[src/rtl/ram_arb_pkg.sv]
`default_nettype none
//============================================================================
// Package : ram_arb_pkg
// Brief   : Shared constants for the two-client block-RAM arbiter: FSM state
//           encodings, default RAM geometry and client identifiers.
// Rev     : 1.0 - initial release
//============================================================================
package ram_arb_pkg;

  // Default RAM geometry (32 words x 32 bits)
  localparam int DEF_ADDR_W = 5;
  localparam int DEF_DATA_W = 32;

  // Sequencer states
  typedef logic [1:0] state_t;
  localparam logic [1:0] ST_IDLE    = 2'd0;
  localparam logic [1:0] ST_ISSUE   = 2'd1;
  localparam logic [1:0] ST_CAPTURE = 2'd2;

  // Client identifiers; also the encoding of the round-robin pointer
  localparam logic CLI_A = 1'b0;
  localparam logic CLI_B = 1'b1;

endpackage : ram_arb_pkg
`default_nettype wire

[src/rtl/rr_arb2.sv]
`default_nettype none
//============================================================================
// Module : rr_arb2
// Brief  : Pure combinational 2-way round-robin picker. When both clients
//          are eligible the pointer names the winner, otherwise the single
//          eligible client wins.
// Rev    : 1.0 - initial release
//============================================================================
module rr_arb2
  import ram_arb_pkg::*;
(
  input  logic [1:0] eligible,
  input  logic       ptr,
  output logic       gnt_id,
  output logic       gnt_valid
);

  // Pick the winner: pointer breaks ties, otherwise the lone eligible client
  always_comb begin
    gnt_valid = |eligible;
    gnt_id    = CLI_A;
    if (eligible == 2'b11) begin
      gnt_id = ptr;
    end else if (eligible[1]) begin
      gnt_id = CLI_B;
    end
  end

endmodule : rr_arb2
`default_nettype wire

[src/rtl/ram_arbiter.sv]
`default_nettype none
//============================================================================
// Module : ram_arbiter
// Brief  : Round-robin arbiter and command sequencer placing two client
//          ports in front of a single-port block RAM with registered read
//          data. One command outstanding at a time; each completes with a
//          one-cycle ack to its client.
// Rev    : 1.0 - initial release
//============================================================================
module ram_arbiter
  import ram_arb_pkg::*;
#(
  parameter int ADDR_W = DEF_ADDR_W,
  parameter int DATA_W = DEF_DATA_W
) (
  input  logic              clk,
  input  logic              rst_n,
  // client A
  input  logic              req_a,
  input  logic              we_a,
  input  logic [ADDR_W-1:0] addr_a,
  input  logic [DATA_W-1:0] wdata_a,
  output logic              ack_a,
  output logic [DATA_W-1:0] rdata_a,
  // client B
  input  logic              req_b,
  input  logic              we_b,
  input  logic [ADDR_W-1:0] addr_b,
  input  logic [DATA_W-1:0] wdata_b,
  output logic              ack_b,
  output logic [DATA_W-1:0] rdata_b,
  // RAM side
  output logic              ram_wr,
  output logic [ADDR_W-1:0] ram_addr,
  output logic [DATA_W-1:0] ram_din,
  input  logic [DATA_W-1:0] ram_dout
);

  state_t              r_state;
  logic                r_ptr;
  logic                r_win;
  logic                r_ram_wr;
  logic [ADDR_W-1:0]   r_ram_addr;
  logic [DATA_W-1:0]   r_ram_din;
  logic                r_ack_a;
  logic                r_ack_b;
  logic [DATA_W-1:0]   r_rdata_a;
  logic [DATA_W-1:0]   r_rdata_b;

  logic [1:0]          w_eligible;
  logic                w_gnt_id;
  logic                w_gnt_valid;
  logic                w_sel_we;
  logic [ADDR_W-1:0]   w_sel_addr;
  logic [DATA_W-1:0]   w_sel_wdata;

  // A client sitting in its ack cycle is not eligible, so a held req is not
  // mistaken for a fresh command.
  assign w_eligible = {req_b & ~r_ack_b, req_a & ~r_ack_a};

  rr_arb2 u_rr_arb2 (
    .eligible  (w_eligible),
    .ptr       (r_ptr),
    .gnt_id    (w_gnt_id),
    .gnt_valid (w_gnt_valid)
  );

  // Select the winning client's command fields
  always_comb begin
    w_sel_we    = we_a;
    w_sel_addr  = addr_a;
    w_sel_wdata = wdata_a;
    if (w_gnt_id == CLI_B) begin
      w_sel_we    = we_b;
      w_sel_addr  = addr_b;
      w_sel_wdata = wdata_b;
    end
  end

  // Sequencer: grant in IDLE, present to RAM in ISSUE, collect read data in CAPTURE
  always_ff @(posedge clk) begin
    if (!rst_n) begin
      r_state    <= ST_IDLE;
      r_ptr      <= CLI_A;
      r_win      <= CLI_A;
      r_ram_wr   <= 1'b0;
      r_ram_addr <= '0;
      r_ram_din  <= '0;
      r_ack_a    <= 1'b0;
      r_ack_b    <= 1'b0;
      r_rdata_a  <= '0;
      r_rdata_b  <= '0;
    end else begin
      r_ack_a <= 1'b0;
      r_ack_b <= 1'b0;
      case (r_state)
        ST_IDLE: begin
          if (w_gnt_valid) begin
            r_win      <= w_gnt_id;
            r_ram_addr <= w_sel_addr;
            r_ram_din  <= w_sel_wdata;
            r_ram_wr   <= w_sel_we;
            // loser gets priority next time
            r_ptr      <= ~w_gnt_id;
            r_state    <= ST_ISSUE;
          end
        end
        ST_ISSUE: begin
          if (r_ram_wr) begin
            // RAM stores at this edge; write is complete
            r_ram_wr <= 1'b0;
            if (r_win == CLI_A) r_ack_a <= 1'b1;
            else                r_ack_b <= 1'b1;
            r_state <= ST_IDLE;
          end else begin
            r_state <= ST_CAPTURE;
          end
        end
        ST_CAPTURE: begin
          if (r_win == CLI_A) begin
            r_rdata_a <= ram_dout;
            r_ack_a   <= 1'b1;
          end else begin
            r_rdata_b <= ram_dout;
            r_ack_b   <= 1'b1;
          end
          r_state <= ST_IDLE;
        end
        default: begin
          r_state <= ST_IDLE;
        end
      endcase
    end
  end

  assign ack_a    = r_ack_a;
  assign ack_b    = r_ack_b;
  assign rdata_a  = r_rdata_a;
  assign rdata_b  = r_rdata_b;
  assign ram_wr   = r_ram_wr;
  assign ram_addr = r_ram_addr;
  assign ram_din  = r_ram_din;

endmodule : ram_arbiter
`default_nettype wire

[config.mk]
export PLATFORM = sky130hd
export DESIGN_NAME = ram_arbiter
export DESIGN_NICKNAME = d
export VERILOG_FILES = /design/src/rtl/ram_arb_pkg.sv /design/src/rtl/rr_arb2.sv /design/src/rtl/ram_arbiter.sv
export SDC_FILE = /design/constraint.sdc
export NUM_CORES = 1
export LEC_CHECK = 0
export CAP_MARGIN = 20
export CORE_MARGIN = 2
export CORE_UTILIZATION = 43
export CTS_CLUSTER_SIZE = 28
export DETAILED_ROUTE_END_ITERATION = 8
export GPL_ROUTABILITY_DRIVEN = 1
export GPL_TIMING_DRIVEN = 0
export PLACE_DENSITY = 0.86
export SYNTH_ARGS = -nofsm -noshare
export SYNTH_HDL_FRONTEND = slang
export SYNTH_SLANG_ARGS = --single-unit
[constraint.sdc]
create_clock -name clk -period 4.3 [get_ports clk]
set_clock_uncertainty 0.05 [all_clocks]
set_input_delay 1.29 -clock clk [delete_from_list [all_inputs] [get_ports clk]]
set_output_delay 1.29 -clock clk [all_outputs]
set_load 0.005 [all_outputs]
==> results by group, run 1 <==
Drt
  • DR vias: 4003
  • DRT Wirelength: 12.7 mm
  • Final ANT Viol Nets: 0
  • Drt wl/cell: 15.7 um
  • Drt first pass iters: 4
  • Vias/cell: 4.94
  • DRC: 0
  • Initial DRC count: 108

Floorplanning
  • Initial Utilization: 43.8%
  • IO Pins: 216
  • Die Area: 10600 um2
  • Die Ht: 103 um
  • Die W: 103 um
  • Rows: 36
  • Core Box Area: 9640 um2

Power and ir drop
  • Gate power share: 19.7%
  • PwrDens: 319 nW/um2
  • Clk network pwr share: 29.0%
  • NetSw: 0.000579 W
  • Switching Fraction: 27.0%
  • Internal power: 0.00157 W
  • Max IR drop VDD: 0.180 mV
  • Lkg Pwr: 2.41 nW
  • Share of power burned in registers: 51.3%

Cells and area
  • Final design utilization: 69.8%
  • Nets: 787
  • Area occupied by multi-input gates: 1860 um2
  • Register area: 2160 um2
  • P&R area growth vs syn: 59.5%
  • # fillers: 777
  • Share of layout cells above drive strength 1: 5.76%
  • Diode count: 0

Clock network
  • CTS sink count: 108
  • TritonCTS clock tree: done
  • CTS buffer count: 9
  • H-tree depth: 3
  • CTS Buffer Depth: 2
  • Clk pin slew, worst setup/hold paths: 0.11 ns
  • Setup Fix Bufs, Post-CTS: 0
  • Clock latency on the worst-skew pair: 0.36 ns
  • Root Buffer: clkbuf_8
  • Post-CTS sizing: 0
  • # hold bufs at CTS: 0

Global routing
  • First-pass GRT wire length: 19.1 mm
  • Total track usage: 23.0%
  • Number of global-route vias before repair: 3969
  • Initial antenna violation count: 0
  • Largest net degree at the start of global routing: 22
  • GRT overflow: 0

Placement
  • PortBufs: 214
  • Placer Congestion: 0.775
  • Dpl hpwl: 9.95 mm

Synthesis
  • Synth Net Count: 562
  • Dominant cells by area after synthesis: dfxtp_1, nand2_1, a21boi_0, a221o_1, and2_1
  • Syn avg cell area: 9.44 um2
  • Synth unique cells: 35
  • Top_reg_cell synth: dfxtp_1
  • Post-synth EDFFs: 0
  • Biggest area consumer among synthesized cells: dfxtp_1
  • Post-synthesis sequential area ratio: 51.2%
  • Yosys Warn Count: 0
  • Post-Syn Area: 4220 um2
  • Top-area cell type share of the netlist area: 51.2%
  • Yosys reg bits: 108
  • Mapped Cells: 447
  • Ys async rst share: 0%

STA
  • Highest clock rate: 372 MHz
  • Setup total negative slack: 0 ns
  • Slew Limit Fails: 0
  • Worst-Margin Slew: 0.507 ns
  • RSZ-0062 raised after global routing: false
  • Period minus WS final: 2.69 ns
  • Tcrit/Tclk final: 62.5%
  • Final hold viol count: 0
  • Final Setup Violations: 0
  • Relative slew slack: 66.2%

Worst setup path
  • CP endpoint kind: flip-flop
  • Critical R2R Capture: ram_addr[0]
  • Worst r2r src: r_state[0]
  • R2R setup slack: 2.43 ns
  • Setup Crit Path Kind: in2reg
  • Startpoint types: primary input
  • Critical path fanouts, max: 10
  • Critical Path AT: 2.95 ns
  • Register-to-Register Path Depth: 8
  • Critical path required time: 4.56 ns

Hold path
  • Hold path depth: 2
  • Hold_sp: rdata_a[10]
  • Type of the tightest min-delay check: reg2reg
  • Hold EP: rdata_a[10]

Status
  • Status: finished, final reports clean

Run
  • Max-cap violations: 0
-- synth_stat cells, types with 3 or more instances --
| cell | instances |
|---|---|
| buf_6 | 5 |
| dfxtp_1 | 108 |
| clkbuf_1 | 18 |
| clkbuf_2 | 3 |
| buf_4 | 5 |
| a21boi_0 | 65 |
| a221o_1 | 37 |
| nand2_1 | 132 |
| and2_1 | 38 |
| ha_1 | 3 |
| nor2b_1 | 3 |
| buf_2 | 3 |
-- layout make-up --
| cell class | count | share of cell area (%) |
|---|---|---|
| Timing Repair Buffer | 214 | 31.8 |
| Clock inverter | 7 | 1.17 |
| Tap cell | 133 | 2.47 |
| Inverter | 2 | 0.112 |
| Sequential cell | 108 | 32.1 |
| Buffer | 34 | 2.84 |
| Clock buffer | 9 | 1.84 |
| Multi-Input combinational cell | 303 | 27.6 |
-- worst max-delay path by stage --
stage	startpoint	end	cells past startpoint
detailed placement	req_b	ram_din[25]	6
floorplan	req_b	ram_addr[0]	6
global placement	req_b	ram_din[31]	6
global route	req_b	ram_addr[0]	6
CTS	req_b	ram_addr[0]	6
finish	req_b	ram_addr[0]	6
-- stage by stage --
step | hold slack [ns] | cell area (um2) | setup slack (ns) | power, W | std cells
2_1_floorplan | 0.410 | 4220 | 1.92 | 0.00128 | 447
3_3_place_gp | 0.399 | 6530 | 1.28 | 0.00153 | 794
3_5_place_dp | 0.407 | 6530 | 1.24 | 0.00155 | 794
4_1_cts | 0.422 | 6730 | 1.62 | 0.00216 | 810
5_1_grt | 0.443 | 6730 | 1.52 | 0.00224 | 810
6_report | 0.419 | 6730 | 1.61 | 0.00214 | 810
-- layer usage --
metal | part of all wire (%) | vias up | GRT usage, %
li1 | - | 1971 | -
met5 | 0 | - | 0
met2 | 49 | 166 | 40.7
met1 | 38 | 1845 | 25.3
met4 | 1.9 | 0 | 7.79
met3 | 11 | 21 | 8.75
-- power groups by stage --
stage,clock network [W],registers (W),logic (W)
floorplan,0,0.00112,0.000154
global placement,0,0.00112,0.000413
detailed placement,0,0.00112,0.000423
CTS,0.000637,0.00110,0.000425
global route,0.000678,0.00111,0.000457
finish,0.000623,0.00110,0.000422
-- registers in the layout, indices dropped and copies added, names as in the netlist --
| name | count |
|---|---|
| ack_b | 1 |
| ram_addr | 5 |
| ram_wr | 1 |
| ram_din | 32 |
| rdata_a | 32 |
| rdata_b | 32 |
| r_ptr | 1 |
| ack_a | 1 |
| r_state | 2 |
| r_win | 1 |
-- cells in the final DEF, fill, tap and decap left out, types with 3 or more instances in the layout --
cell type        synthesis  final
clkdlybuf4s50_1          0    214
nand2_1                132    132
dfxtp_1                108    108
a21boi_0                65     65
and2_1                  38     38
a221o_1                 37     37
clkbuf_1                18     18
clkbuf_8                 0      9
buf_4                    5      5
buf_6                    5      5
nor2b_1                  3      3
clkbuf_2                 3      3
buf_2                    3      3
ha_1                     3      3
-- cell families (layout without fill, tap and decap cells) --
logic type      Yosys count  in the layout  share of synthesized area, %
simple gates            187            187                          20.7
fa+ha+maj                 3              3                         0.890
mux                       1              1                         0.267
flops                   108            108                          51.2
buf+inv                  36            266                          4.72
compound gates          112            112                          22.2
-- critical path, stage by stage --
cell	delay [ns]
clkdlybuf4s50_1	0.47
and2b_4	0.21
a211oi_4	0.43
clkbuf_2	0.28
and2_1	0.16
a221o_1	0.11
No activity file was read; power rests on OpenSTA's default activity.
==> run 2, diff against run 1 <==
--- a/config.mk
+++ b/config.mk
@@ -7,12 +7,12 @@
 export LEC_CHECK = 0
 export CAP_MARGIN = 20
 export CORE_MARGIN = 2
-export CORE_UTILIZATION = 43
+export CORE_UTILIZATION = 36
 export CTS_CLUSTER_SIZE = 28
 export DETAILED_ROUTE_END_ITERATION = 8
 export GPL_ROUTABILITY_DRIVEN = 1
 export GPL_TIMING_DRIVEN = 0
-export PLACE_DENSITY = 0.86
+export PLACE_DENSITY = 0.77
 export SYNTH_ARGS = -nofsm -noshare
 export SYNTH_HDL_FRONTEND = slang
 export SYNTH_SLANG_ARGS = --single-unit
==> constraint.sdc (replaced) <==
create_clock -name clk -period 2.25 [get_ports clk]
set_clock_uncertainty 0.05 [all_clocks]
set_input_delay 0.675 -clock clk [delete_from_list [all_inputs] [get_ports clk]]
set_output_delay 0.675 -clock clk [all_outputs]
set_load 0.005 [all_outputs]
==> run 2 against run 1 <==
Compared with the run above:
- sequential share of layout area down 0.45 points
- hold slack worse by 0.0062 ns
- non-clock buffer count did not move
==> results by group, run 2 (synthesized netlist as in run 1, its figures left out) <==
Global routing
  • Number of global-route vias before repair: 3943 (was 3969)
  • Total track usage: 20.2% (was 23.0%)
  • Initial antenna violation count: 0 (unchanged)
  • GRT overflow: 0 (unchanged)
  • First-pass GRT wire length: 20.2 mm (was 19.1 mm)
  • Largest net degree at the start of global routing: 19 (was 22)

Drt
  • Final ANT Viol Nets: 0 (unchanged)
  • DRT Wirelength: 12.9 mm (was 12.7 mm)
  • Drt wl/cell: 15.7 um (about the same)
  • DRC: 0 (unchanged)
  • Drt first pass iters: 4 (unchanged)
  • DR vias: 4056 (was 4003)
  • Vias/cell: 4.95 (was 4.94)
  • Initial DRC count: 180 (was 108)

Power and ir drop
  • Lkg Pwr: 2.44 nW (was 2.41 nW)
  • Share of power burned in registers: 47.2% (was 51.3%)
  • NetSw: 0.00110 W (was 0.000579 W)
  • Internal power: 0.00335 W (was 0.00157 W)
  • Max IR drop VDD: 0.733 mV (was 0.180 mV)
  • Gate power share: 18.1% (was 19.7%)
  • Clk network pwr share: 34.7% (was 29.0%)
  • PwrDens: 652 nW/um2 (was 319 nW/um2)
  • Switching Fraction: 24.8% (was 27.0%)

Cells and area
  • P&R area growth vs syn: 61.8% (was 59.5%)
  • Diode count: 0 (unchanged)
  • Nets: 787 (unchanged)
  • Most common cell after layout, fill and taps aside: clkdlybuf4s50_1 (unchanged)
  • Most frequent cells in the layout: clkdlybuf4s50_1, nand2_1, dfxtp_1, a21boi_0, and2_1 (unchanged)
  • # fillers: 1015 (was 777)
  • Post-route insts no fill: 820 (was 810)
  • Share of layout cells above drive strength 1: 5.61% (was 5.76%)

Clock network
  • Clock latency on the worst-skew pair: 0.36 ns (about the same)
  • # hold bufs at CTS: 0 (unchanged)
  • Clk pin slew, worst setup/hold paths: 0.07 ns (was 0.11 ns)
  • CTS sink count: 108 (unchanged)
  • CTS Buffer Depth: 2 (unchanged)
  • Post-CTS sizing: 0 (unchanged)
  • Setup Fix Bufs, Post-CTS: 0 (unchanged)
  • Root Buffer: clkbuf_16 (was clkbuf_8)
  • CTS buffer count: 9 (unchanged)
  • TritonCTS clock tree: done (unchanged)
  • H-tree depth: 3 (unchanged)

Floorplanning
  • Initial Utilization: 36.9% (was 43.8%)
  • Core Box Area: 11400 um2 (was 9640 um2)
  • Die Ht: 112 um (was 103 um)
  • Die Area: 12600 um2 (was 10600 um2)
  • Die W: 112 um (was 103 um)
  • Rows: 39 (was 36)
  • IO Pins: 216 (unchanged)

Worst setup path
  • Crit path largest cell delay: 0.47 ns (about the same)
  • Critical path required time: 2.49 ns (was 4.56 ns)
  • CP endpoint kind: flip-flop (unchanged)
  • CP top delay family: buffers and inverters (unchanged)
  • CP max-delay cell: clkdlybuf4s50_1 (unchanged)
  • Critical Path AT: 2.34 ns (was 2.95 ns)
  • Crit path buf inv count: 2 (unchanged)
  • Startpoint types: primary input (unchanged)
  • Setup Crit Path Kind: in2reg (unchanged)
  • Critical path cell sequence: clkdlybuf4s50_1 -> and2b_4 -> a211oi_4 -> clkbuf_2 -> and2_1 -> a221o_1 (unchanged)
  • Critical path fanouts, max: 10 (unchanged)

Placement
  • Placed cells: 804 (was 794)
  • Placer Congestion: 0.791 (was 0.775)
  • Dpl hpwl: 9.97 mm (was 9.95 mm)
  • PortBufs: 214 (unchanged)

STA
  • Tcrit/Tclk final: 93.3%
  • Worst-Margin Slew: 0.480 ns (was 0.507 ns)
  • Final Setup Violations: 0 (unchanged)
  • RSZ-0062 raised after global routing: false (unchanged)
  • Period minus WS final: 2.10 ns
  • Hold slack: 0.412 ns (was 0.419 ns)
  • Final hold viol count: 0 (unchanged)
  • Slew Limit Fails: 0 (unchanged)
  • Highest clock rate: 477 MHz
  • Relative slew slack: 68.0% (was 66.2%)

Hold path
  • Type of the tightest min-delay check: reg2reg (unchanged)

Status
  • Status: finished, final reports clean (unchanged)

Run
  • Max-cap violations: 0 (unchanged)
## run 2: cell count changes in the layout (fill, tap and decap cells not counted), sizes merged
cell,change
clkinv,-4
clkbuf,+2
clkinvlp,+1
inv,+1
## run 2: final timing paths
kind,end,depth (start not counted),start,slack (ns)
max reg2reg,rdata_a[6],7,r_state[0],0.31
min,rdata_b[15],2,rdata_b[15],0.41
min reg2reg,rdata_b[15],2,rdata_b[15],0.41
max,ram_din[23],6,req_b,0.15
## run 2: tightest hold or removal path: cells and delay by family (launching register included)
kind	cells	cell delay, ns
AOI/OAI and AO/OA	1	0.06
DFF	1	0.31
and+or+nand+nor	1	0.04
## run 2: through the flow
| stage | worst slack [ns] | instance area, um2 | TNS [ns] | util (%) | power (W) |
|---|---|---|---|---|---|
| 2_1_floorplan | 0.480 | 4220 | 0 | - | 0.00244 |
| 3_3_place_gp | -0.171 | 6540 | -4.92 | 57.3 | 0.00293 |
| 3_5_place_dp | -0.230 | 6540 | -6.02 | 57.3 | 0.00296 |
| 4_1_cts | 0.149 | 6830 | 0 | 59.8 | 0.00452 |
| 5_1_grt | 0.0559 | 6830 | 0 | 59.8 | 0.00467 |
| 6_report | 0.151 | 6830 | 0 | 59.8 | 0.00445 |
## run 2: area by class of cell
type	instances	area (um2)	share of cell area [%]
clock buffers	11	243	3.56
multi-input cells	303	1860	27.2
inverters	2	7.51	0.110
clock inverters	5	42.5	0.623
plain buffers	34	191	2.80
repair buffers	214	2140	31.4
flip-flops and latches	108	2160	31.7
well taps	143	179	2.62
## run 2: power by group through the flow
| stage | registers (W) | logic [W] | clock network, W |
|---|---|---|---|
| floorplan | 0.00215 | 0.000293 | 0 |
| detailed placement | 0.00215 | 0.000808 | 0 |
| global route | 0.00212 | 0.000872 | 0.00168 |
| global placement | 0.00214 | 0.000793 | 0 |
| CTS | 0.00210 | 0.000813 | 0.00160 |
| finish | 0.00210 | 0.000805 | 0.00154 |
## run 2: routing by layer
layer  vias to the layer above  global-route usage [%]  share of wire (%)
met5                         -                       0                  0
met4                         0                    5.28                1.5
met1                      1898                    22.5                 40
li1                       1970                       -                  -
met3                        17                    10.2                 10
met2                       171                    34.3                 49
==> run 3, diff against run 2 <==
--- a/config.mk
+++ b/config.mk
@@ -13,6 +13,7 @@
 export GPL_ROUTABILITY_DRIVEN = 1
 export GPL_TIMING_DRIVEN = 0
 export PLACE_DENSITY = 0.77
+export RECOVER_POWER = 25
 export SYNTH_ARGS = -nofsm -noshare
 export SYNTH_HDL_FRONTEND = slang
 export SYNTH_SLANG_ARGS = --single-unit
==> run 3 against run 2 <==
Compared with the run above:
- die area stayed put
- sequential cell count is the same
- largest power group unchanged
- total power down 0.24%
==> results by group, run 3 (synthesized netlist as in run 1, its figures left out) <==
Clock network
  • # hold bufs at CTS: 0 (unchanged)
  • H-tree depth: 3 (unchanged)
  • CTS Buffer Depth: 2 (unchanged)
  • Setup Fix Bufs, Post-CTS: 0 (unchanged)
  • Root Buffer: clkbuf_16 (unchanged)
  • CTS buffer count: 9 (unchanged)
  • Post-CTS sizing: 0 (unchanged)
  • Clk pin slew, worst setup/hold paths: 0.07 ns (about the same)
  • TritonCTS clock tree: done (unchanged)
  • CTS sink count: 108 (unchanged)
  • Clock latency on the worst-skew pair: 0.36 ns (about the same)

Drt
  • DR vias: 4045 (was 4056)
  • Vias/cell: 4.93 (was 4.95)
  • Initial DRC count: 171 (was 180)
  • Final ANT Viol Nets: 0 (unchanged)
  • Drt wl/cell: 15.7 um (about the same)
  • Drt first pass iters: 4 (unchanged)
  • DRT Wirelength: 12.9 mm (about the same)
  • DRC: 0 (unchanged)

Placement
  • Placer Congestion: 0.791 (unchanged)
  • Dpl hpwl: 9.97 mm (unchanged)
  • PortBufs: 214 (unchanged)
  • Placed cells: 804 (unchanged)

Global routing
  • Total track usage: 20.2% (unchanged)
  • GRT overflow: 0 (unchanged)
  • Number of global-route vias before repair: 3943 (unchanged)
  • First-pass GRT wire length: 20.2 mm (unchanged)
  • Initial antenna violation count: 0 (unchanged)
  • Largest net degree at the start of global routing: 19 (unchanged)

Cells and area
  • Share of layout cells above drive strength 1: 5.02% (was 5.61%)
  • Nets: 787 (unchanged)
  • Diode count: 0 (unchanged)
  • Most common cell after layout, fill and taps aside: clkdlybuf4s50_1 (unchanged)
  • P&R area growth vs syn: 61.4% (was 61.8%)
  • Most frequent cells in the layout: clkdlybuf4s50_1, nand2_1, dfxtp_1, a21boi_0, and2_1 (unchanged)
  • Post-route insts no fill: 820 (unchanged)

Floorplanning
  • Die Area: 12600 um2 (unchanged)
  • Die W: 112 um (unchanged)
  • Die Ht: 112 um (unchanged)
  • Initial Utilization: 36.9% (unchanged)
  • Rows: 39 (unchanged)
  • IO Pins: 216 (unchanged)
  • Core Box Area: 11400 um2 (unchanged)

Worst setup path
  • Setup crit start: req_a (was req_b)
  • Setup Crit Path Kind: in2reg (unchanged)
  • Critical path required time: 2.44 ns (was 2.49 ns)
  • CP endpoint kind: flip-flop (unchanged)
  • CP max-delay cell: dlygate4sd3_1 (was clkdlybuf4s50_1)
  • Critical path cell sequence: dlygate4sd3_1 -> nand2b_4 -> o21a_1 -> nor2b_1 -> buf_6 -> buf_6 -> a221o_1 (was clkdlybuf4s50_1 -> and2b_4 -> a211oi_4 -> clkbuf_2 -> and2_1 -> a221o_1)
  • Crit path buf inv count: 3 (was 2)
  • Critical path fanouts, max: 10 (unchanged)
  • CP most frequent cell: buf_6
  • CP top delay family: buffers and inverters (unchanged)
  • Startpoint types: primary input (unchanged)
  • Worst r2r src: r_state[0] (unchanged)
  • Crit path largest cell delay: 0.62 ns (was 0.47 ns)
  • Critical Path AT: 2.36 ns (was 2.34 ns)

Power and ir drop
  • PwrDens: 652 nW/um2 (about the same)
  • Max IR drop VDD: 0.731 mV (was 0.733 mV)
  • Lkg Pwr: 2.46 nW (was 2.44 nW)
  • Total power: 0.00444 W (was 0.00445 W)

STA
  • Final Setup Violations: 0 (unchanged)
  • Period minus WS final: 2.17 ns (was 2.10 ns)
  • RSZ-0062 raised after global routing: false (unchanged)
  • Worst-Margin Slew: 0.486 ns (was 0.480 ns)
  • Final hold viol count: 0 (unchanged)
  • Highest clock rate: 461 MHz (was 477 MHz)
  • Slew Limit Fails: 0 (unchanged)
  • Relative slew slack: 67.6% (was 68.0%)
  • Tcrit/Tclk final: 96.5% (was 93.3%)

Hold path
  • Type of the tightest min-delay check: reg2reg (unchanged)
  • Hold_sp: rdata_b[15] (unchanged)

Run
  • Max-cap violations: 0 (unchanged)

Status
  • Status: finished, final reports clean (unchanged)
-- run 3: cell types whose count changed in the layout (fill, tap and decap cells not counted) --
| cell | delta |
|---|---|
| buf_2 | -2 |
| buf_4 | -1 |
| clkbuf_1 | +3 |
| clkdlybuf4s50_1 | -10 |
| dlygate4sd3_1 | +10 |
| nor2b_1 | +1 |
| nor2b_4 | -1 |
-- run 3: routing by layer --
metal | global-route usage (%) | part of all wire [%] | vias to the layer above
met5 | 0 | 0 | -
met4 | 5.28 | 1.5 | 0
met3 | 10.2 | 9.8 | 17
met2 | 34.3 | 49 | 162
met1 | 22.5 | 40 | 1895
li1 | - | - | 1971
-- run 3: metrics by stage --
| step | setup TNS, ns | setup slack [ns] | area [um2] | hold WS (ns) | util (%) |
|---|---|---|---|---|---|
| floorplan | 0 | 0.480 | 4220 | 0.410 | - |
| global placement | -4.92 | -0.171 | 6540 | 0.399 | 57.3 |
| detailed placement | -6.02 | -0.230 | 6540 | 0.406 | 57.3 |
| CTS | 0 | 0.149 | 6830 | 0.417 | 59.8 |
| global route | 0 | 0.0362 | 6810 | 0.441 | 59.7 |
| finish | 0 | 0.0796 | 6810 | 0.412 | 59.7 |
-- run 3: final timing paths --
| check | endpoint | slack, ns | depth (start not counted) |
|---|---|---|---|
| max | ram_din[23] | 0.08 | 7 |
| min | rdata_b[15] | 0.41 | 2 |
| max reg2reg | rdata_a[6] | 0.31 | 7 |
| min reg2reg | rdata_b[15] | 0.41 | 2 |
-- run 3: power breakdown --
group | internal [W] | switching (W)
logic | 0.000510 | 0.000286
clock network | 0.000798 | 0.000744
registers | 0.00203 | 0.0000701
-- run 3: worst register-to-register path, cell delays in order (launching register included) --
cell      delay (ns)
dfxtp_1         0.32
inv_1           0.10
ha_1            0.26
nor2b_1         0.16
clkbuf_1        0.23
clkbuf_1        0.43
nand2_1         0.14
a21boi_0        0.19
-- run 3: final cells by class --
cell class                 count  area (um2)
fill                        1018        4610
clock inverter                 5        42.5
buffer                        34         185
sequential                   108        2160
multi-input combinational    303        1850
tap                          143         179
timing repair buffer         214        2140
clock buffer                  11         243
inverter                       2        7.51
==> patch 1: new RTL, settings of run 2 <==
Reset style: asynchronous (`rst_n`), changed in one clocked block.
--- a/src/rtl/ram_arbiter.sv
+++ b/src/rtl/ram_arbiter.sv
@@ -78,7 +78,7 @@
   end
 
   // Sequencer: grant in IDLE, present to RAM in ISSUE, collect read data in CAPTURE
-  always_ff @(posedge clk) begin
+  always_ff @(posedge clk or negedge rst_n) begin
     if (!rst_n) begin
       r_state    <= ST_IDLE;
       r_ptr      <= CLI_A;
Function: differs if rst_n is asserted again (counterexample within 4 cycles, from zero or initial values and one cycle with rst_n low); with rst_n held inactive, the same outputs for 10 cycles.
==> patch 1 against run 2 <==
Utilization fell by 0.70 points. Worst setup slack improved by 28 ps. First-iteration DRC count rose by 1.1%. Count of clock-buffer cells in the layout rose by 1. Synthesized cell count fell by 33%. Sequential cell count did not move. Cell area rose by 3.1%. Synthesized area rose by 3.6%. Routed wire length fell by 7.2%. Highest routed layer unchanged. Largest cell class is now registers.
Power is not compared: it rests on default switching activity, and its combinational part moved more than twofold at a synthesized area within 25%.
==> patch 1: results (changes against run 2) <==
placement:
  dp_cells: 663  # was 804
  routabilityCongestion: 0.772  # was 0.791
  hpwl_um: 8860  # was 9970 um
  postPlaceCellArea_mm2: 0.00673  # was 0.00654 mm^2
synthesis:
  synth_fp_nets: 415  # was 562
  synth_top_family_by_area: "multiplexers"  # was compound AO/OA/AOI/OAI gates
  yosysSeqAreaShare_pct: 61.9  # was 51.2%
  muxShareOfSynthArea_pct: 16.7  # was 0.267%
  avgSynthCellArea_um2: 14.6  # was 9.44 um^2
  async_reset_ff_share_pct: 100  # was 0%
  synth_cell_type_count: 29  # was 35
  synth_compound_area_share_pct: 9.85  # was 22.2%
  synthTopCellsByArea: "dfrtp_1, mux2_2, a221o_1"  # was dfxtp_1, nand2_1, a21boi_0
  yosys.area_share.adder_pct: 0.859  # was 0.890%
finish:
  nets: 641  # was 787
  nFillCells: 982  # was 1,015
critical_path:
  reg2regPathDepth: 6  # was 7
  endpoint: "ram_addr[2]$_DFFE_PN0P_"  # was ram_din[23]$_SDFFE_PN0P_
  rr_startpoint: "r_state[0]$_DFFE_PN0P_"  # was r_state[0]$_SDFFE_PN0P_
  cp.arrival_ps: 2250  # was 2340 ps
timing:
  finalCritPeriodShare_pct: 92.0  # was 93.3%
  max-slew-margin-rel_pct: 56.5  # was 68.0%
global_routing:
  grt_pass1_vias: 3681  # was 3,943
  grt_pass1_wl_um: 18800  # was 20,200 um
  grt_max_degree: 61  # was 19
outcome:
  outcome: "completed"  # unchanged
routing:
  post_drt_via_cell_ratio: 5.10  # was 4.95
  post_drt_wl_per_cell_um: 17.7  # was 15.7 um
  drt_iter0_markers: 182  # was 180
  drt-total-wl_um: 12000  # was 12,900 um
min_path:
  hold_path.class: "in2async"  # was reg2reg
cts:
  postCtsSetupBuffers: 0  # unchanged
[patch 1: what timing repair did]
item / in CTS / in global routing
setup endpoints to repair: 0 / 29
resized for setup: 0 / 4
endpoints found under the hold margin: 0 / 0
[patch 1: cell type report]
type | count | area share, %
tap | 147 | 2.61
clock inverter | 4 | 0.676
clock buffer | 12 | 3.65
sequential | 108 | 38.4
inverter | 4 | 0.213
multi-input combinational | 165 | 21.9
timing repair buffer | 216 | 31.0
buffer | 22 | 1.56
[patch 1: routing by layer]
| metal | GRT usage (%) | routed length [um] | vias up | share of wire, % |
|---|---|---|---|---|
| met5 | 0 | 0 | - | 0 |
| met2 | 31.5 | 6110 | 125 | 51 |
| met3 | 6.41 | 781 | 21 | 6.5 |
| met4 | 5.85 | 229 | 0 | 1.9 |
| li1 | - | - | 1579 | - |
| met1 | 22.3 | 4840 | 1732 | 40 |
[patch 1: power by group through the flow]
stage	clock, mW	sequential, mW	combinational [mW]
after CTS	1.65	3.46	4.34
final	1.60	3.45	4.29
after global placement	0	3.44	4.21
after detailed placement	0	3.48	4.33
after floorplan	0	3.50	1.69
after global routing	1.73	3.58	4.60
[patch 1: worst max-delay path: stages]
cell	delay (ps)
clkdlybuf4s50_1	470
nand3b_1	100
clkbuf_1	230
clkbuf_1	270
and3_1	230
a221o_1	270
[patch 1: worst min-delay path by stage]
| stage | startpoint | end | slack, ps | cells past startpoint |
|---|---|---|---|---|
| finish | rst_n | ram_addr[1]$_DFFE_PN0P_ | 290 | 1 |
| detailed placement | rdata_a[6]$_DFFE_PN0P_ | rdata_a[6]$_DFFE_PN0P_ | 420 | 1 |
| global placement | rdata_a[6]$_DFFE_PN0P_ | rdata_a[6]$_DFFE_PN0P_ | 420 | 1 |
| floorplan | rst_n | ack_a$_DFF_PN0_ | 330 | 0 |
| CTS | rst_n | ram_din[26]$_DFFE_PN0P_ | 310 | 1 |
| global route | rst_n | ram_din[27]$_DFFE_PN0P_ | 340 | 1 |
[patch 1: stage by stage]
stage          setup TNS, ps  power (mW)
2_1_floorplan              0        5.19
3_3_place_gp         -392930        7.65
3_5_place_dp          -10950        7.80
4_1_cts                    0        9.45
5_1_grt                    0        9.90
6_report                   0        9.34
[patch 1: kinds of logic after synthesis]
group / after synthesis
adder cells (fa/ha/maj): 3
AO/OA/AOI/OAI: 45
multiplexers: 65
flip-flops: 108
AND/OR/NAND/NOR: 52
buffers and inverters: 27
==> patch 2: new RTL, settings of run 2 <==
Without the edit above. Change the package constant `DEF_ADDR_W` from 5 to 4.
--- a/src/rtl/ram_arb_pkg.sv
+++ b/src/rtl/ram_arb_pkg.sv
@@ -8,7 +8,7 @@
 package ram_arb_pkg;
 
   // Default RAM geometry (32 words x 32 bits)
-  localparam int DEF_ADDR_W = 5;
+  localparam int DEF_ADDR_W = 4;
   localparam int DEF_DATA_W = 32;
 
   // Sequencer states
Interface: changed (resized addr_a, addr_b and ram_addr); port bits go from 216 to 213. No check against the original RTL was run, so the function may have changed too.
==> patch 2 against run 2 <==
Total power decreased by 0.75%. Routed wire length about the same. Worst setup slack improved by 1.9 ps. Sequential cell count decreased by 1. Cell area decreased by 1.0%. Count of clock-buffer cells in the layout decreased by 1. Synthesized area decreased by 0.92%.
==> patch 2: results (changes against run 2) <==
cts:
  clk_latency_ps: 350
  cts.repair.resized: 0  # unchanged
  clockRootBuffer: "clkbuf_16"  # unchanged
  cts-htree-levels: 3  # unchanged
  postCtsSetupBuffers: 0  # unchanged
  clock_path_buffers: 2  # unchanged
  cts_inserted_buffers: 9  # unchanged
  clk_pin_slew_ps: 80
global_routing:
  grt_max_degree: 20  # was 19
  track_usage_pct: 20.6  # was 20.2%
  grt_pass1_vias: 4171  # was 3,943
  grt_pass1_wl_um: 20700  # was 20,200 um
synthesis:
  synth_fp_nets: 557  # was 562
  netlist_instances: 444  # was 447
  yosysWarnings: 0  # unchanged
  synthTopCellsByArea: "dfxtp_1, nand2_1, a21boi_0"  # unchanged
  synth_top_area_share_pct: 51.2  # about the same
  async_reset_ff_share_pct: 0  # unchanged
  synth_flop_cell: "dfxtp_1"  # unchanged
  yosys-top-cells-count: "nand2_1, dfxtp_1, a21boi_0"  # unchanged
  yosysSeqAreaShare_pct: 51.2  # about the same
  synth_cell_type_count: 35  # unchanged
critical_path:
  reg2regPathDepth: 8  # was 7
  endpoint: "ram_din[24]$_SDFFE_PN0P_"  # was ram_din[23]$_SDFFE_PN0P_
  rr_startpoint: "r_state[0]$_SDFFE_PN0P_"  # unchanged
  cp_max_fo: 10  # unchanged
  rrSetupSlack_ps: 330  # was 310 ps
  cp.arrival_ps: 2340  # about the same
  cp-startpoint: "req_b"  # unchanged
finish:
  nets: 779  # was 787
  diodes: 0  # unchanged
  drive_gt1_share_pct: 5.66  # was 5.61%
placement:
  port_buffers: 211  # was 214
  place_ws_ps: -205  # was -230 ps
  hpwl_um: 10000  # was 9970 um
  routabilityCongestion: 0.828  # was 0.791
  postPlaceCellArea_mm2: 0.00647  # was 0.00654 mm^2
  dp_cells: 798  # was 804
pwr:
  vdd_drop_max_uv: 656  # was 733 uV
  p_leak_nw: 2.42  # was 2.44 nW
routing:
  dr.pass1.iters: 4  # unchanged
  drt-total-wl_um: 12900  # about the same
  post_drt_wl_per_cell_um: 15.8  # was 15.7 um
  drt_iter0_markers: 194  # was 180
  post_drt_via_cell_ratio: 4.92  # was 4.95
timing:
  fin_crit_ps: 2100  # about the same
  tightest_slew_ps: 478  # was 480 ps
outcome:
  outcome: "completed"  # unchanged
min_path:
  hold_path.class: "reg2reg"  # unchanged
==> patch 2: cell families after synthesis <==
family | Yosys count | synth area share (%)
compound gates | 111 | 22.2
fa+ha+maj | 3 | 0.898
buf+inv | 36 | 4.70
flops | 107 | 51.2
mux | 1 | 0.269
simple gates | 186 | 20.7
==> patch 2: critical path, cell delays in order <==
cell,delay (ps)
clkdlybuf4s50_1,470
and2b_4,210
a211oi_4,400
clkbuf_2,270
and2_1,180
a221o_1,130
==> patch 2: layer usage <==
metal	part of all wire [%]	track usage (%)	up-vias
met3	9.8	10.6	20
li1	-	-	1954
met2	48	35.4	175
met1	40	22.4	1859
met5	0	0	-
met4	1.8	5.93	0
==> patch 2: layout make-up <==
type | count | area [um^2]
Clock buffer | 10 | 229
Sequential cell | 107 | 2140
Timing Repair Buffer | 211 | 2110
Multi-Input combinational cell | 301 | 1840
Fill cell | 978 | 4610
Tap cell | 143 | 179
Buffer | 34 | 189
Clock inverter | 6 | 56.3
Inverter | 2 | 7.51
==> patch 2: power by group <==
part / switching (mW) / internal [mW] / total (mW)
logic: 0.286 / 0.509 / 0.794
registers: 0.0722 / 2.01 / 2.08
clock network: 0.761 / 0.778 / 1.54
==> patch 2: worst min-delay path by stage <==
stage                                   from                  endpoint  slack [ps]  cells past startpoint
floorplan           rdata_a[23]$_SDFFE_PN0P_  rdata_a[23]$_SDFFE_PN0P_         410                      2
global placement    rdata_b[19]$_SDFFE_PN0P_  rdata_b[19]$_SDFFE_PN0P_         400                      2
detailed placement  rdata_a[22]$_SDFFE_PN0P_  rdata_a[22]$_SDFFE_PN0P_         410                      2
CTS                 rdata_a[22]$_SDFFE_PN0P_  rdata_a[22]$_SDFFE_PN0P_         420                      2
global route        rdata_a[22]$_SDFFE_PN0P_  rdata_a[22]$_SDFFE_PN0P_         440                      2
finish              rdata_a[22]$_SDFFE_PN0P_  rdata_a[22]$_SDFFE_PN0P_         410                      2
==> patch 2: metrics by stage <==
stage / TNS (ps) / hold WS, ps
after floorplan: 0 / 410
after global placement: -4450 / 399
after detailed placement: -5190 / 407
after CTS: 0 / 417
after global routing: 0 / 436
final: 0 / 413
